File: src/rtl/ppu_update_scheduler_if.sv
// CPU request channel and PPU square-table write port of the update scheduler.
// master = CPU/PPU environment side, slave = scheduler side.
interface ppu_update_scheduler_if;
    logic        req_valid;
    logic        req_ready;
    logic [16:0] req_cmd;

    logic        receive;
    logic        board;
    logic [6:0]  square_update;
    logic [1:0]  square_state;
    logic [1:0]  ship_type;
    logic [2:0]  ship_section;
    logic        vert;
    logic        square_sel;

    modport master (
        output req_valid, req_cmd,
        input  req_ready,
        input  receive, board, square_update, square_state, ship_type, ship_section,
               vert, square_sel
    );

    modport slave (
        input  req_valid, req_cmd,
        output req_ready,
        output receive, board, square_update, square_state, ship_type, ship_section,
               vert, square_sel
    );
endinterface

File: src/rtl/ppu_update_scheduler.sv
// Serialises CPU square updates and 100-square board clears into the PPU table,
// optionally holding writes until synchronised vblank.
module ppu_update_scheduler #(
    parameter int unsigned FIFO_DEPTH  = 4,
    parameter int unsigned VBLANK_GATE = 1
) (
    input  logic                  sys_clk,
    input  logic                  rst_n,
    ppu_update_scheduler_if.slave bus,
    input  logic                  clr_req_i,
    input  logic                  clr_board_i,
    output logic                  clr_busy_o,
    input  logic                  vblank_async_i,
    output logic                  err_o
);
    localparam int unsigned AW         = $clog2(FIFO_DEPTH);
    localparam logic [AW:0] PtrOne     = {{AW{1'b0}}, 1'b1};
    localparam logic [6:0]  LastSquare = 7'd99;
    localparam logic [6:0]  NumSquares = 7'd100;

    typedef enum logic [1:0] {StIdle, StDrain, StClear} state_e;

    state_e      state_q, state_d;
    logic [AW:0] wr_ptr_q, rd_ptr_q;
    logic [16:0] mem_q [FIFO_DEPTH];
    logic [6:0]  idx_q, idx_d;
    logic        busy_q, busy_d;
    logic        clr_brd_q, clr_brd_d;
    logic        vb_meta_q, vb_s_q;
    logic        err_q;
    logic        receive_q, receive_d;
    logic [16:0] out_q, out_d;
    logic [16:0] head;
    logic        gate, fifo_empty, fifo_full, accept, push, pop;

    assign gate       = (VBLANK_GATE != 0) ? vb_s_q : 1'b1;
    assign fifo_empty = (wr_ptr_q == rd_ptr_q);
    assign fifo_full  = (wr_ptr_q[AW] != rd_ptr_q[AW]) &&
                        (wr_ptr_q[AW-1:0] == rd_ptr_q[AW-1:0]);
    assign head       = mem_q[rd_ptr_q[AW-1:0]];

    assign bus.req_ready = !fifo_full && (state_q == StIdle) && !busy_q;
    assign accept        = bus.req_valid && bus.req_ready;
    // Out-of-range squares are dropped here and only reported through err.
    assign push          = accept && (bus.req_cmd[15:9] < NumSquares);

    always_comb begin
        state_d   = state_q;
        idx_d     = idx_q;
        busy_d    = busy_q;
        clr_brd_d = clr_brd_q;
        receive_d = 1'b0;
        out_d     = out_q;
        pop       = 1'b0;
        unique case (state_q)
            StIdle: begin
                if (!fifo_empty && gate) begin
                    pop       = 1'b1;
                    receive_d = 1'b1;
                    out_d     = head;
                end
                if (clr_req_i) begin
                    busy_d    = 1'b1;
                    clr_brd_d = clr_board_i;
                    state_d   = StDrain;
                end
            end
            StDrain: begin
                if (fifo_empty) begin
                    state_d = StClear;
                    idx_d   = 7'd0;
                end else if (gate) begin
                    pop       = 1'b1;
                    receive_d = 1'b1;
                    out_d     = head;
                end
            end
            StClear: begin
                if (gate) begin
                    receive_d = 1'b1;
                    out_d     = {clr_brd_q, idx_q, 9'd0};
                    if (idx_q == LastSquare) begin
                        state_d = StIdle;
                        busy_d  = 1'b0;
                    end else begin
                        idx_d = idx_q + 7'd1;
                    end
                end
            end
            default: state_d = StIdle;
        endcase
    end

    always_ff @(posedge sys_clk or negedge rst_n) begin
        if (!rst_n) begin
            state_q   <= StIdle;
            wr_ptr_q  <= '0;
            rd_ptr_q  <= '0;
            idx_q     <= 7'd0;
            busy_q    <= 1'b0;
            clr_brd_q <= 1'b0;
            vb_meta_q <= 1'b0;
            vb_s_q    <= 1'b0;
            err_q     <= 1'b0;
            receive_q <= 1'b0;
            out_q     <= '0;
        end else begin
            state_q   <= state_d;
            idx_q     <= idx_d;
            busy_q    <= busy_d;
            clr_brd_q <= clr_brd_d;
            vb_meta_q <= vblank_async_i;
            vb_s_q    <= vb_meta_q;
            err_q     <= accept && !push;
            receive_q <= receive_d;
            out_q     <= out_d;
            if (push) wr_ptr_q <= wr_ptr_q + PtrOne;
            if (pop)  rd_ptr_q <= rd_ptr_q + PtrOne;
        end
    end

    always_ff @(posedge sys_clk) begin
        if (push) mem_q[wr_ptr_q[AW-1:0]] <= bus.req_cmd;
    end

    assign bus.receive = receive_q;
    assign {bus.board, bus.square_update, bus.square_state, bus.ship_type,
            bus.ship_section, bus.vert, bus.square_sel} = out_q;
    assign clr_busy_o  = busy_q;
    assign err_o       = err_q;
endmodule
File: src/flat_wrapper.sv
// flat-port wrapper written by rule: the top's interface ports become plain ports
module ppu_update_scheduler_flat 
#(
    parameter int unsigned FIFO_DEPTH  = 4,
    parameter int unsigned VBLANK_GATE = 1
)
  (sys_clk, rst_n, clr_req_i, clr_board_i, clr_busy_o, vblank_async_i, err_o, bus_req_valid, bus_req_cmd, bus_req_ready, bus_receive, bus_board, bus_square_update, bus_square_state, bus_ship_type, bus_ship_section, bus_vert, bus_square_sel);
  ppu_update_scheduler_if bus_i ();
  input  logic sys_clk;
  input  logic rst_n;
  input  logic clr_req_i;
  input  logic clr_board_i;
  output logic clr_busy_o;
  input  logic vblank_async_i;
  output logic err_o;
  input wire logic [$bits(bus_i.req_valid)-1:0] bus_req_valid;
  input wire logic [$bits(bus_i.req_cmd)-1:0] bus_req_cmd;
  output wire logic [$bits(bus_i.req_ready)-1:0] bus_req_ready;
  output wire logic [$bits(bus_i.receive)-1:0] bus_receive;
  output wire logic [$bits(bus_i.board)-1:0] bus_board;
  output wire logic [$bits(bus_i.square_update)-1:0] bus_square_update;
  output wire logic [$bits(bus_i.square_state)-1:0] bus_square_state;
  output wire logic [$bits(bus_i.ship_type)-1:0] bus_ship_type;
  output wire logic [$bits(bus_i.ship_section)-1:0] bus_ship_section;
  output wire logic [$bits(bus_i.vert)-1:0] bus_vert;
  output wire logic [$bits(bus_i.square_sel)-1:0] bus_square_sel;
  assign bus_i.req_valid = bus_req_valid;
  assign bus_i.req_cmd = bus_req_cmd;
  assign bus_req_ready = bus_i.req_ready;
  assign bus_receive = bus_i.receive;
  assign bus_board = bus_i.board;
  assign bus_square_update = bus_i.square_update;
  assign bus_square_state = bus_i.square_state;
  assign bus_ship_type = bus_i.ship_type;
  assign bus_ship_section = bus_i.ship_section;
  assign bus_vert = bus_i.vert;
  assign bus_square_sel = bus_i.square_sel;
  ppu_update_scheduler #(.FIFO_DEPTH(FIFO_DEPTH), .VBLANK_GATE(VBLANK_GATE)) u_core (.sys_clk(sys_clk), .rst_n(rst_n), .bus(bus_i), .clr_req_i(clr_req_i), .clr_board_i(clr_board_i), .clr_busy_o(clr_busy_o), .vblank_async_i(vblank_async_i), .err_o(err_o));
endmodule
File: config.mk
export PLATFORM = sky130hd
export DESIGN_NAME = ppu_update_scheduler_flat
export DESIGN_NICKNAME = d
export VERILOG_FILES = /design/src/rtl/ppu_update_scheduler_if.sv /design/src/rtl/ppu_update_scheduler.sv /design/src/flat_wrapper.sv
export SDC_FILE = /design/constraint.sdc
export NUM_CORES = 1
export LEC_CHECK = 0
export CORE_ASPECT_RATIO = 1.4
export CORE_MARGIN = 3
export CORE_UTILIZATION = 56
export CTS_BUF_LIST = sky130_fd_sc_hd__clkbuf_16
export DETAILED_ROUTE_END_ITERATION = 16
export MAX_ROUTING_LAYER = met4
export PLACE_DENSITY = 0.79
export SLEW_MARGIN = 20
export SYNTH_ARGS = -nofsm -noshare
export SYNTH_HDL_FRONTEND = slang
export SYNTH_SLANG_ARGS = --single-unit
File: constraint.sdc
create_clock -name sys_clk -period 3 [get_ports sys_clk]
set_input_delay 0.3 -clock sys_clk [delete_from_list [all_inputs] [get_ports sys_clk]]
set_output_delay 0.3 -clock sys_clk [all_outputs]
set_load 0.02 [all_outputs]
Yosys cells after proc, flatten, opt, wreduce, memory -nomap -nowiden

Memories as Yosys holds them, arrays and structs flattened.
Index checks and enable logic that the tools add are counted.

Equality and inequality tests: 14
$lt $le $gt $ge: 1
Reduce and logical (&&, ||, !) cells: 20
Mux-type cells: 25
$add $sub $neg: 3

Operators with widths:

| operator              | count |
|---|---|
| $mux W17              | 4 |
| $pmux W17 S3          | 1 |
| $mux W7               | 3 |
| $pmux W7 S2           | 1 |
| $reduce_and A4 Y1     | 3 |
| $mux W1               | 8 |
| $mux W2               | 4 |
| $ne A2 B1 Y1 const B  | 4 |
| $ne A2 B2 Y1 const B  | 4 |
| $add A7 B1 Y7 const B | 1 |
| $eq A7 B7 Y1 const B  | 1 |
| $logic_and A1 B1 Y1   | 7 |
| $lt A7 B7 Y1 const B  | 1 |
| $add A3 B1 Y3 const B | 2 |
| $pmux W2 S3           | 1 |
| $reduce_and A5 Y1     | 1 |
| $logic_not A1 Y1      | 4 |
| $pmux W1 S2           | 2 |
| $reduce_bool A2 Y1    | 2 |
| $eq A3 B3 Y1          | 1 |
| $pmux W1 S3           | 1 |
| $reduce_bool A3 Y1    | 1 |
| $eq A2 B1 Y1 const B  | 1 |
| $eq A2 B2 Y1          | 1 |
| other kinds (4)       | 4 |

Register bits: 38
Memories: 1
Word-level logic and storage cells: 75
Bits of input ports: 23
Memory bits (writable): 68
Output and inout port bits: 21

Memories:

| name         | depth | bits a word | read ports | clocked after memory_dff | wr ports | line                       | text |
|---|---|---|---|---|---|---|---|
| u_core.mem_q | 4     | 17          | 1          | 0                        | 1        | ppu_update_scheduler.sv:25 | `logic [16:0] mem_q [FIFO_DEPTH];` |

Depth between registers and ports, before layout

Gate-level depths: netlist of the first run.

Depth in word-level cells: 9
Gate-level depth with buffers: 6
Depth with buffers taken out: 5

Worst setup path before layout of the first run

No wires, ideal clock.

Path type: register to register
Start point: reg u_core.wr_ptr_q[0]
End point: mem u_core.mem_q[0][0] (enable)
Clock period less this slack: 2119 ps
Data required time: 2625 ps
Data arrival time: 1744 ps
Path slack: 881 ps
Buffers on the path: 0
Cell stages (with the launch flop): 5
Library setup time: 375 ps
Cells stage by stage: dfrtp_1 > xor2_1 > o31a_4 > and3_4 > and2_1

Longest elaborated chain between the ends: 9

RTL lines:

| what                             | line                        | text |
|---|---|---|
| from (decl)                      | ppu_update_scheduler.sv:24  | `logic [AW:0] wr_ptr_q, rd_ptr_q;` |
| from (signal assigned)           | ppu_update_scheduler.sv:117 | `if (push) wr_ptr_q <= wr_ptr_q + PtrOne;` |
| $eq A2 B2 Y1                     | ppu_update_scheduler.sv:39  | `(wr_ptr_q[AW-1:0] == rd_ptr_q[AW-1:0]);` |
| $logic_and A1 B1 Y1              | ppu_update_scheduler.sv:38  | `assign fifo_full = (wr_ptr_q[AW] != rd_ptr_q[AW]) &&` |
| $logic_not A1 Y1                 | ppu_update_scheduler.sv:42  | `assign bus.req_ready = !fifo_full && (state_q == StIdle) && !busy_q;` |
| $logic_and A1 B1 Y1 (2 in a row) | ppu_update_scheduler.sv:42  |  |
| net bus_req_ready                | flat_wrapper.sv:18          | `output wire logic [$bits(bus_i.req_ready)-1:0] bus_req_ready;` |
| $logic_and A1 B1 Y1              | ppu_update_scheduler.sv:43  | `assign accept = bus.req_valid && bus.req_ready;` |
| $logic_and A1 B1 Y1              | ppu_update_scheduler.sv:45  | `assign push = accept && (bus.req_cmd[15:9] < NumSquares);` |
| $mux W1                          | ppu_update_scheduler.sv:123 | `if (push) mem_q[wr_ptr_q[AW-1:0]] <= bus.req_cmd;` |
| $mux W1 (implied by the code)    | ppu_update_scheduler.sv:123 |  |
| to (decl)                        | ppu_update_scheduler.sv:25  |  |

The timed path passes the listed nets, and every way through them passes these cells.

Worst setup path after layout of the first run

Start point: reg u_core.wr_ptr_q[0]
End point: out bus_req_ready

Longest elaborated chain between the ends: 5

RTL lines:

| what                             | line |
|---|---|
| $eq A2 B2 Y1                     | ppu_update_scheduler.sv:39 |
| $logic_and A1 B1 Y1              | ppu_update_scheduler.sv:38 |
| $logic_not A1 Y1                 | ppu_update_scheduler.sv:42 |
| $logic_and A1 B1 Y1 (2 in a row) | ppu_update_scheduler.sv:42 |
| to (decl)                        | flat_wrapper.sv:18 |

Every way passes these cells.

==> results.yml, run 1 <==
drt:
  viasPerCell: 5.90
  drc: 0
  firstDrtPassIters: 4
  ant_nets: 0
  drt-initial-drc-count: 198
  dr_total_vias: 2471
  wl_per_cell_um: 19.5
  routed_wl_um: 8160
power_and_ir_drop:
  p_per_area_mw_per_mm2: 877
  vdd_drop_max_mv: 0.733
  power.leakage_nw: 1.94
place:
  dp_hpwl_um: 5540
  globalplace.congestion: 0.884
  place.port_buffers: 43
timing:
  fin_crit_sh_pct: 78.4
  skew_ns: 0.00559
  tns_ns: 0
  rsz0062_at_grt: "false"
  hold_viol: 0
  worst_pin_slew_ns: 0.874
  relSlewSlack_pct: 41.7
  final-setup-viol-count: 0
  final-max-slew-violation-count: 0
  period_needed_ns: 2.35
  max_freq_mhz: 425
run:
  maxCapViolCount: 0
yosys:
  synth-async-reset-ratio_pct: 35.8
  ys_warn_count: 0
  syn_inst: 268
  avgSynthCellArea_sq_um: 16.2
  netlist_area_sq_mm: 0.00433
  synth_cell_types: 46
  yosysSeqAreaShare_pct: 69.1
  synth_seq_cells: 106
  syn_nets: 297
  synth_edf_count: 68
  synth_ff_type: "edfxtp_1"
status:
  outcome: "finished clean"
clock_tree:
  ctsResizeCount: 0
  cts_max_level: 3
  postCtsHoldBufs: 0
  clockBufferDepth: 2
  cts_setup_buffers: 0
  cts_tree: "built"
  insertion_delay_ns: 0.34
  cts_num_sinks: 106
  clk_root_buffer_cell: "clkbuf_16"
  cts-buffers-inserted: 9
  clk_pin_slew_worst_paths_ns: 0.06
critical_path:
  cp.arrival_ns: 2.05
  critical_path.max_stage_delay_ns: 0.60
  worstPathMaxFanout: 4
  critPathKind: "reg2out"
  required_ns: 2.70
  start_kind: "register"
  path_buf_inv: 1
  crit_path_top_delay_cell: "clkdlybuf4s50_1"
  cp_cell_sequence: "xor2_1 > o31a_4 > clkdlybuf4s50_1"
  path_delay_family: "buffers and inverters"
  crit_path_end_kind: "primary output"
global_routing:
  grt_max_degree: 39
  antenna_found_initial: 0
  track_usage_pct: 21.3
  grt_overflow: 0
  grt_pass1_vias: 2543
  grt_pass1_wl_um: 13000
finish:
  layout-drive-gt1-share_pct: 13.7
  synthToLayoutAreaGrowth_pct: 19.1
  final_util_pct: 69.2
  nNetsFinal: 346
  multi_input_area_sq_mm: 0.00123
  regArea_sq_mm: 0.00299
  fillerInstances: 501
  n_antenna_cell: 0
floorplan:
  rows: 37
  dieArea_sq_mm: 0.00884
  core_sq_mm: 0.00745
  fp.dieW_um: 80.3
  die_h_um: 110
  num_io_pins: 44
  start_util_pct: 58.1
min_path:
  holdCritPathClass: "in2async"
==> cell type report <==
class                   count  share of cell area [%]
repair buffers             52                    10.3
well taps                  97                    2.35
clock inverters             7                   0.727
inverters                   6                   0.436
clock buffers               9                    4.36
multi-input cells         142                    23.8
flip-flops and latches    106                    58.0
==> report_power, final <==
group	switching, W	internal, W	total (W)
clock network	0.000486	0.000553	0.00104
registers	0.000175	0.00175	0.00193
logic	0.000845	0.000714	0.00156
total	0.00151	0.00302	0.00453
==> logic make-up (layout without fill, tap and decap cells) <==
kind of cell | count (synthesis) | after routing | share of synthesized area (%)
flops | 106 | 106 | 69.1
mux | 22 | 22 | 7.89
fa+ha+maj | 6 | 6 | 1.73
xor+xnor | 12 | 12 | 2.86
compound gates | 43 | 43 | 8.15
simple gates | 59 | 59 | 7.77
buf+inv | 20 | 74 | 2.51
==> Yosys cell counts, types with 2 or more instances <==
cell	instances	area share [%]
o31ai_1	8	1.4
o21ai_0	8	0.92
a211oi_1	8	1.4
clkbuf_1	3	0.26
and2_1	3	0.43
nor3_1	2	0.23
a31oi_1	3	0.43
dfrtp_1	38	22
nand3_1	13	1.5
buf_2	6	0.69
nor2_1	7	0.61
nand2b_1	3	0.43
mux4_2	9	4.7
xor2_1	8	1.6
ha_1	6	1.7
a32o_1	7	1.6
a32o_2	2	0.52
nor2b_1	9	1.3
edfxtp_1	68	47
inv_1	5	0.43
mux2i_1	9	2.1
mux2_2	2	0.52
buf_6	3	0.78
nand2_1	10	0.87
and4_1	2	0.40
xnor2_1	3	0.61
and3_1	4	0.58
==> flip-flops by register name, summed over array words and instances, names as in the netlist <==
| name | cells |
|---|---|
| u_core.idx_q | 7 |
| u_core.clr_brd_q | 1 |
| u_core.vb_meta_q | 1 |
| u_core.rd_ptr_q | 3 |
| u_core.err_o | 1 |
| u_core.bus.receive | 1 |
| u_core.wr_ptr_q | 3 |
| u_core.gate | 1 |
| u_core.state_q | 2 |
| u_core.mem_q | 68 |
| u_core.out_q | 17 |
| u_core.clr_busy_o | 1 |
==> per-stage QoR <==
stage | setup WS, ns | hold WS (ns) | total power (W) | instances | area [sq um]
floorplan | 0.881 | 0.00441 | 0.00301 | 268 | 4330
global placement | 0.535 | 0.338 | 0.00347 | 403 | 4900
detailed placement | 0.440 | 0.336 | 0.00352 | 403 | 4900
CTS | 0.630 | 0.102 | 0.00456 | 419 | 5160
global route | 0.543 | 0.129 | 0.00479 | 419 | 5160
finish | 0.647 | 0.0708 | 0.00453 | 419 | 5160
==> final timing paths <==
check                                        start                   to  slack [ns]  depth (start not counted)
worst min register to register    u_core.vb_meta_q          u_core.gate        0.36                          0
max in group asynchronous                    rst_n      u_core.out_q[6]        2.37                          1
worst max register to register  u_core.wr_ptr_q[0]  u_core.mem_q[2][11]        0.90                          5
worst min-delay path                         rst_n          u_core.gate        0.07                          1
worst max-delay path            u_core.wr_ptr_q[0]        bus_req_ready        0.65                          3
min in group sys_clk              u_core.vb_meta_q          u_core.gate        0.36                          0
==> metal layers <==
layer	GRT usage, %	share of wire, %	up-vias
met5	-	0	-
met2	33.8	51	90
met1	25.7	40	1236
met3	5.28	5.8	18
li1	-	-	1127
met4	10.4	3.2	0
==> placed cells by master (no fill, tap or decap), types with 7 or more instances in the layout <==
master	n
o31ai_1	8
a211oi_1	8
clkbuf_16	9
nand2_1	10
xor2_1	8
edfxtp_1	68
mux4_2	9
nor2b_1	9
o21ai_0	8
clkdlybuf4s50_1	42
nand3_1	13
mux2i_1	9
dfrtp_1	38
nor2_1	7
a32o_1	7
(Power assumes the default switching activity.)
==> run 2: changes to the inputs <==
Clock period 3 ns to 2.4 ns, I/O delays scaled along.
==> results.yml, run 2 (synthesis results as in run 1) <==
power_and_ir_drop:
  p_int_w: 0.00385
  netSwitchingFraction_pct: 32.8
  p_seq_share_pct: 41.9
  power.leakage_nw: 1.98
  p_per_area_mw_per_mm2: 1100
  vdd_drop_max_mv: 1.01
  clkPwrFrac_pct: 24.3
  netSwitchingPower_w: 0.00188
  combPwrFrac_pct: 33.8
floorplan:
  core_sq_mm: 0.00745
  fp.dieW_um: 80.3
  rows: 37
  die_h_um: 110
  start_util_pct: 58.1
  dieArea_sq_mm: 0.00884
  num_io_pins: 44
place:
  dp_hpwl_um: 5580
  place.port_buffers: 43
  globalplace.congestion: 0.853
min_path:
  holdCritPathClass: "in2async"
drt:
  drt-initial-drc-count: 166
  routed_wl_um: 8160
  wl_per_cell_um: 19.3
  dr_total_vias: 2443
  firstDrtPassIters: 4
  drc: 0
  ant_nets: 0
  viasPerCell: 5.76
critical_path:
  r2r_start: "u_core.wr_ptr_q[0]"
  crit_path_end_kind: "primary output"
  cp.arrival_ns: 2.05
  start_kind: "register"
  r2r_cells: 5
  worstPathMaxFanout: 4
  reg2reg_to: "u_core.mem_q[1][9]"
  rrSetupSlack_ns: 0.39
  critPathKind: "reg2out"
  required_ns: 2.16
finish:
  final_common_cell: "edfxtp_1"
  layout-drive-gt1-share_pct: 15.6
  final_util_pct: 70.1
  multi_input_area_sq_mm: 0.00123
  regArea_sq_mm: 0.00299
  nNetsFinal: 351
  n_antenna_cell: 0
  fillerInstances: 478
  synthToLayoutAreaGrowth_pct: 20.6
  final_cell_mix: "68 x edfxtp_1, 42 x clkdlybuf4s50_1, 38 x dfrtp_1, 13 x nand3_1, 11 x buf_4"
  largest_reg_flops: 68
global_routing:
  grt_overflow: 0
  track_usage_pct: 21.2
  antenna_found_initial: 0
  grt_pass1_wl_um: 13000
  grt_max_degree: 39
  grt_pass1_vias: 2411
clock_tree:
  clockBufferDepth: 2
  clk_root_buffer_cell: "clkbuf_16"
  insertion_delay_ns: 0.35
  cts_setup_buffers: 0
  cts_num_sinks: 106
  cts_max_level: 3
  cts-buffers-inserted: 9
  postCtsHoldBufs: 0
  ctsResizeCount: 0
  cts_tree: "built"
  clk_pin_slew_worst_paths_ns: 0.07
timing:
  final-setup-viol-count: 0
  rsz0062_at_grt: "false"
  final-max-slew-violation-count: 0
  hold_viol: 0
  worst_pin_slew_ns: 0.867
  max_freq_mhz: 437
  fin_crit_sh_pct: 95.4
  skew_ns: 0.00933
  period_needed_ns: 2.29
  tns_ns: 0
  relSlewSlack_pct: 42.2
run:
  maxCapViolCount: 0
status:
  outcome: "finished clean"
## run 2: per-layer routing
| metal | track usage [%] | vias up | share of wire [%] |
|---|---|---|---|
| met5 | - | - | 0 |
| met4 | 7.37 | 0 | 0.83 |
| met3 | 4.23 | 10 | 4.6 |
| met2 | 34.9 | 81 | 54 |
| met1 | 26.4 | 1207 | 40 |
| li1 | - | 1145 | - |
## run 2: area by class of cell
| type | count | area share, % |
|---|---|---|
| clock buffers | 10 | 4.79 |
| clock inverters | 6 | 0.719 |
| flip-flops and latches | 106 | 57.3 |
| well taps | 97 | 2.32 |
| inverters | 6 | 0.431 |
| multi-input cells | 142 | 23.6 |
| repair buffers | 57 | 10.9 |
## run 2: worst max-delay path: stages (launching register included)
cell             delay [ns]
dfrtp_1                0.42
xor2_1                 0.45
o31a_4                 0.24
clkdlybuf4s50_1        0.60
## run 2: worst max path at each step
| stage | cells past startpoint | to | slack (ns) | start |
|---|---|---|---|---|
| floorplan | 4 | u_core.mem_q[0][0] | 0.28 | u_core.wr_ptr_q[0] |
| global placement | 6 | u_core.mem_q[1][10] | 0.25 | bus_req_cmd[13] |
| detailed placement | 6 | u_core.mem_q[1][9] | 0.21 | bus_req_cmd[13] |
| CTS | 3 | bus_req_ready | 0.08 | u_core.wr_ptr_q[0] |
| global route | 3 | bus_req_ready | 0.03 | u_core.wr_ptr_q[0] |
| finish | 3 | bus_req_ready | 0.11 | u_core.wr_ptr_q[0] |
## run 2: power groups by stage
stage	Clock (W)	Combinational, W	Sequential, W
floorplan	0	0.00119	0.00257
global placement	0	0.00191	0.00243
detailed placement	0	0.00195	0.00244
CTS	0.00142	0.00196	0.00240
global route	0.00150	0.00210	0.00243
finish	0.00139	0.00193	0.00240
## run 2: stage by stage
step	hold slack (ns)	cell area [sq um]	setup WS [ns]	instances	total power (W)
4_1_cts	0.0356	5220	0.0782	424	0.00578
2_1_floorplan	-0.0556	4330	0.281	268	0.00376
5_1_grt	0.0682	5220	0.0263	424	0.00604
3_3_place_gp	0.339	4930	0.249	408	0.00434
3_5_place_dp	0.341	4930	0.206	408	0.00439
6_report	0.00999	5220	0.111	424	0.00572
